<file path="src/rtl/multiword_add_sequencer_pkg.sv">
// rtl/multiword_add_sequencer_pkg.sv - shared FSM encoding and index-width helper
// Contents:
//   state_t   : FSM state encoding (IDLE, RUN, DONE)
//   idx_width : width of the word index counter, never below one bit
package multiword_add_sequencer_pkg;

    typedef enum logic [1:0] {
        IDLE = 2'd0,
        RUN  = 2'd1,
        DONE = 2'd2
    } state_t;

    function automatic int idx_width(input int words);
        return (words > 1) ? $clog2(words) : 1;
    endfunction

endpackage

</file>
<file path="src/rtl/full_adder.sv">
// rtl/full_adder.sv - single-bit full adder cell
// Ports:
//   a, b, cin : addend bits and carry in
//   s, cout   : sum bit and carry out
module full_adder (
    input  logic a,
    input  logic b,
    input  logic cin,
    output logic s,
    output logic cout
);

    assign s    = a ^ b ^ cin;
    assign cout = (a & b) | (cin & (a ^ b));

endmodule

</file>
<file path="src/rtl/multiword_add_sequencer_carry_in_adder.sv">
// rtl/multiword_add_sequencer_carry_in_adder.sv - N-bit ripple adder with carry in
// Ports:
//   x, y : N-bit addends
//   ci   : carry in
//   sum  : N-bit sum
//   co   : carry out of the top bit
module carry_in_adder #(
    parameter int N = 6
) (
    input  logic [N-1:0] x,
    input  logic [N-1:0] y,
    input  logic         ci,
    output logic [N-1:0] sum,
    output logic         co
);

    logic [N:0] c;

    assign c[0] = ci;

    for (genvar i = 0; i < N; i++) begin : g_bit
        full_adder u_fa (
            .a    (x[i]),
            .b    (y[i]),
            .cin  (c[i]),
            .s    (sum[i]),
            .cout (c[i+1])
        );
    end

    assign co = c[N];

endmodule

</file>
<file path="src/rtl/multiword_add_sequencer.sv">
// rtl/multiword_add_sequencer.sv - word-serial multi-precision add/subtract engine
// Ports:
//   clk, rst             : clock, asynchronous active-high reset
//   in_valid, in_ready   : operand handshake
//   a, b, sub            : W-bit operands, 0 = A+B, 1 = A-B
//   out_valid, out_ready : result handshake
//   result, carry_out    : W-bit result, final carry (for sub: 1 = no borrow)
module multiword_add_sequencer
    import multiword_add_sequencer_pkg::*;
#(
    parameter int N     = 6,
    parameter int WORDS = 4
) (
    input  logic               clk,
    input  logic               rst,
    input  logic               in_valid,
    output logic               in_ready,
    input  logic [N*WORDS-1:0] a,
    input  logic [N*WORDS-1:0] b,
    input  logic               sub,
    output logic               out_valid,
    input  logic               out_ready,
    output logic [N*WORDS-1:0] result,
    output logic               carry_out
);

    localparam int W  = N * WORDS;
    localparam int IW = idx_width(WORDS);

    state_t          state_q, state_d;
    logic [W-1:0]    a_q, a_d;
    logic [W-1:0]    b_q, b_d;
    logic            sub_q, sub_d;
    logic [IW-1:0]   idx_q, idx_d;
    logic            carry_q, carry_d;
    logic [W-1:0]    result_q, result_d;
    logic            cout_q, cout_d;

    logic [N-1:0]    slice_x, slice_y, slice_sum;
    logic            slice_co;
    logic            last_word;

    // Word mux: B is inverted for subtraction; the +1 comes from carry_q,
    // which is seeded with sub at acceptance.
    assign slice_x   = a_q[int'(idx_q)*N +: N];
    assign slice_y   = b_q[int'(idx_q)*N +: N] ^ {N{sub_q}};
    assign last_word = (idx_q == IW'(WORDS - 1));

    carry_in_adder #(.N(N)) u_adder (
        .x   (slice_x),
        .y   (slice_y),
        .ci  (carry_q),
        .sum (slice_sum),
        .co  (slice_co)
    );

    assign in_ready  = (state_q == IDLE) && !rst;
    assign out_valid = (state_q == DONE);
    assign result    = result_q;
    assign carry_out = cout_q;

    always_comb begin
        state_d  = state_q;
        a_d      = a_q;
        b_d      = b_q;
        sub_d    = sub_q;
        idx_d    = idx_q;
        carry_d  = carry_q;
        result_d = result_q;
        cout_d   = cout_q;
        case (state_q)
            IDLE: begin
                if (in_valid) begin
                    a_d      = a;
                    b_d      = b;
                    sub_d    = sub;
                    idx_d    = '0;
                    carry_d  = sub;
                    result_d = '0;
                    state_d  = RUN;
                end
            end
            RUN: begin
                result_d[int'(idx_q)*N +: N] = slice_sum;
                carry_d = slice_co;
                if (last_word) begin
                    cout_d  = slice_co;
                    state_d = DONE;
                end else begin
                    idx_d = idx_q + IW'(1);
                end
            end
            DONE: begin
                if (out_ready) begin
                    state_d = IDLE;
                    idx_d   = '0;
                end
            end
            default: state_d = IDLE;
        endcase
    end

    always_ff @(posedge clk or posedge rst) begin
        if (rst) begin
            state_q  <= IDLE;
            a_q      <= '0;
            b_q      <= '0;
            sub_q    <= 1'b0;
            idx_q    <= '0;
            carry_q  <= 1'b0;
            result_q <= '0;
            cout_q   <= 1'b0;
        end else begin
            state_q  <= state_d;
            a_q      <= a_d;
            b_q      <= b_d;
            sub_q    <= sub_d;
            idx_q    <= idx_d;
            carry_q  <= carry_d;
            result_q <= result_d;
            cout_q   <= cout_d;
        end
    end

endmodule

</file>
<file path="config.mk">
export PLATFORM = sky130hd
export DESIGN_NAME = multiword_add_sequencer
export DESIGN_NICKNAME = d
export VERILOG_FILES = /design/src/rtl/multiword_add_sequencer_pkg.sv /design/src/rtl/full_adder.sv /design/src/rtl/multiword_add_sequencer_carry_in_adder.sv /design/src/rtl/multiword_add_sequencer.sv
export SDC_FILE = /design/constraint.sdc
export NUM_CORES = 1
export LEC_CHECK = 0
export BUFFER_PORTS_ARGS = -buffer_cell sky130_fd_sc_hd__buf_2
export CAP_MARGIN = 20
export CORE_ASPECT_RATIO = 0.8
export CORE_UTILIZATION = 30
export DETAILED_ROUTE_END_ITERATION = 7
export PLACE_DENSITY = 0.52
export SYNTH_ARGS = -nofsm -noshare
export SYNTH_HDL_FRONTEND = slang
export SYNTH_SLANG_ARGS = --single-unit
</file>
<file path="constraint.sdc">
create_clock -name clk -period 5.5 [get_ports clk]
set_clock_uncertainty 0.05 [all_clocks]
set_input_delay 0.825 -clock clk [delete_from_list [all_inputs] [get_ports clk]]
set_output_delay 0.825 -clock clk [all_outputs]
set_load 0.01 [all_outputs]
</file>
==> results.json <==
{
  "status": "finished, final reports clean",
  "yosys.area.top_type": "dfrtp_1",
  "clk_latency_ns": 0.34,
  "clock_sinks": 79,
  "hold_viol": 0,
  "drc": 0,
  "tns_ns": 0,
  "grt.met2_usage": 0.2208,
  "total_power_uw": 3640,
  "vias": 2595,
  "synthCells": 301,
  "antenna_found_initial": 0,
  "ys_seq_area_frac": 0.5090,
  "ys.flop_type": "dfrtp_1",
  "synthArstFlopShare": 1.000,
  "die_w_um": 129.2,
  "ant_nets": 0,
  "cts_tree": "done",
  "finalCritPeriodShare": 0.7634,
  "syn_to_final_growth_pct": 21.71,
  "die_y_um": 103.8,
  "avgRoutedWirePerCell_um": 15.68,
  "cts_buffers": 9,
  "fin_cells": 554,
  "synth.top_cell.area_share": 0.5090,
  "setup_viol": 0,
  "p_leak_uw": 0.002168,
  "utilization": 0.3816,
  "drt_iter0_markers": 122,
  "yosys-top-cells-count": "dfrtp_1 (79), mux2_1 (37), nand2_1 (22), o21ai_0 (18), inv_1 (15)",
  "top_usage_layer": "met2",
  "post_cts_buffers": 0,
  "place_inst": 537,
  "cp_data_required_time_ns": 5.66,
  "hp-class": "flop to flop",
  "h-tree-depth": 3,
  "swShare": 0.4175,
  "cts_hold_buf": 0,
  "boundaryPins": 80,
  "worstSetupStartpointType": "flop",
  "grt_pass1_wl_um": 14410,
  "drtPass1Iterations": 4,
  "io_buffers": 79,
  "final_area_mm2": 0.004727,
  "max_stage_delay_ns": 0.58,
  "p_clk_frac": 0.162,
  "global_route.usage.met3": 0.04804,
  "cts_resized": 0,
  "crit_path_end_kind": "flop",
  "drive_gt1_frac": 0.3394,
  "grt-ovfl-total": 0,
  "synth_nets": 366,
  "synthTopCellsByArea": "dfrtp_1 (51%), mux2_1 (11%), mux4_2 (7.0%), mux2_2 (3.2%), fa_1 (3.1%)",
  "start_util": 0.3135,
  "clk_path_buf_depth": 2,
  "use_met1": 0.1900,
  "worstMarginPinSlew_ns": 0.9223,
  "p_switching_uw": 1520,
  "diodes": 0,
  "clk_pin_slew_ns": 0.06,
  "p_int_uw": 2120,
  "slew_headroom": 0.3845,
  "clock-root-buffer": "clkbuf_16",
  "p_comb_frac": 0.557,
  "grt_max_degree": 80,
  "gr-usage-all-layers": 0.1425,
  "ir_drop_v": 0.0003339,
  "ys_types": 42,
  "core-area_mm2": 0.01239,
  "nets": 443,
  "fmax_mhz": 238.2,
  "place_congestion": 0.7717,
  "rsz0062_at_grt": "false",
  "synth_edf_count": 0,
  "finalCriticalPeriod_ns": 4.199,
  "via_per_inst": 4.684,
  "syn_area_mm2": 0.003884,
  "place_area_mm2": 0.004403,
  "path_common_cell": "fa_1",
  "seqPwrFrac": 0.281,
  "yosys_warnings": 0,
  "worst_ep_arrival_time_ns": 4.36,
  "wl_um": 8685,
  "synth_seq_cells": 79,
  "dieArea_mm2": 0.01341,
  "worstPathMaxFanout": 16,
  "fill_cells": 1241,
  "grt_pass1_vias": 2761,
  "p_per_area_mw_per_mm2": 770.1,
  "syn_avg_cell_area_um2": 12.90,
  "worst-setup-path-type": "flop to flop",
  "max-cap-violations": 0,
  "core.rowCount": 36,
  "slew_violations": 0,
  "synth_most_common_cell": "dfrtp_1",
  "cp_cell_sequence": "buf_4 > mux4_2 > xnor2_1 > fa_1 > fa_1 > fa_1 > fa_1 > fa_1 > o21ai_0 > a21oi_1 > o21ai_0",
  "dp_hpwl_um": 6474,
  "crit_slowest_cell": "fa_1"
}
[per-layer routing]
metal / wire length (um) / part of all wire
met5: 0 / 0
met4: 86 / 0.0099
met3: 576 / 0.066
met2: 4009 / 0.46
met1: 4012 / 0.46
[power groups by stage]
| stage | logic, uW | registers, uW | clock network (uW) |
|---|---|---|---|
| after detailed placement | 2020 | 1040 | 0 |
| after global placement | 2000 | 1030 | 0 |
| final | 2030 | 1020 | 591 |
| after global routing | 2240 | 1070 | 633 |
| after floorplan | 1520 | 987 | 0 |
| after CTS | 2030 | 1030 | 607 |
[final cells by class]
class / instances / area [um^2] / area share
Clock buffer: 10 / 229.0 / 0.04844
Inverter: 15 / 57.56 / 0.01218
Tap cell: 171 / 214.0 / 0.04526
Multi-Input combinational cell: 188 / 1722 / 0.3642
Clock inverter: 6 / 67.56 / 0.01429
Timing Repair Buffer: 85 / 460.4 / 0.09741
Sequential cell: 79 / 1977 / 0.4182
[cells by family (layout without fill, tap and decap cells)]
kind of cell,Yosys count,count (layout),share of synthesized area
and+or+nand+nor,54,54,0.07055
buffers and inverters,34,116,0.04929
DFF,79,79,0.5090
AOI/OAI and AO/OA,53,53,0.09118
xor gates and xnor gates,7,7,0.01579
adders and majority gates,12,12,0.05026
muxes,62,62,0.2139
[state kept, by name, summed over array words and instances, names as in the netlist]
name and count:
a_q 24, b_q 24, carry_out 1, carry_q 1
idx_q 2, result 24, state_q 2, sub_q 1
[cells in the final DEF, fill, tap and decap left out, drive strengths merged, types with 3 or more instances in the layout]
master and count:
dfrtp 79, buf 85, nand2 22, a22o 8
o21ai 18, nor3 3, clkbuf 10, o31ai 3
fa 6, nand3 3, a21oi 9, ha 6
o22ai 3, nor2b 6, mux4 12, xnor2 6
mux2 48, nor2 10, nand2b 4, inv 16
[worst max-delay path, delay by kind of cell (launching register included)]
| family | cells | cell delay, ns |
|---|---|---|
| mux | 1 | 0.55 |
| xor+xnor | 1 | 0.16 |
| compound gates | 3 | 0.49 |
| fa+ha+maj | 5 | 2.18 |
| flops | 1 | 0.37 |
| buf+inv | 1 | 0.26 |
[through the flow]
step / hold WS (ns) / setup WS (ns)
2_1_floorplan: 0.4024 / 1.461
3_3_place_gp: 0.4111 / 1.383
3_5_place_dp: 0.4189 / 1.313
6_report: 0.4218 / 1.301
4_1_cts: 0.4308 / 1.289
5_1_grt: 0.4466 / 1.129
[worst paths after layout]
check	slack, ns	cells after the start	startpoint	endpoint
max	1.30	11	idx_q[1]$_DFFE_PP0P_	result[7]$_DFFE_PP0P_
min	0.42	2	result[1]$_DFFE_PP0P_	result[1]$_DFFE_PP0P_
max reg2reg	1.30	11	idx_q[1]$_DFFE_PP0P_	result[7]$_DFFE_PP0P_
min reg2reg	0.42	2	result[1]$_DFFE_PP0P_	result[1]$_DFFE_PP0P_
max in group asynchronous	4.35	4	rst	b_q[19]$_DFFE_PP0P_
min in group asynchronous	0.48	3	rst	state_q[1]$_DFFE_PP0P_
No activity file was read; power rests on OpenSTA's default activity.
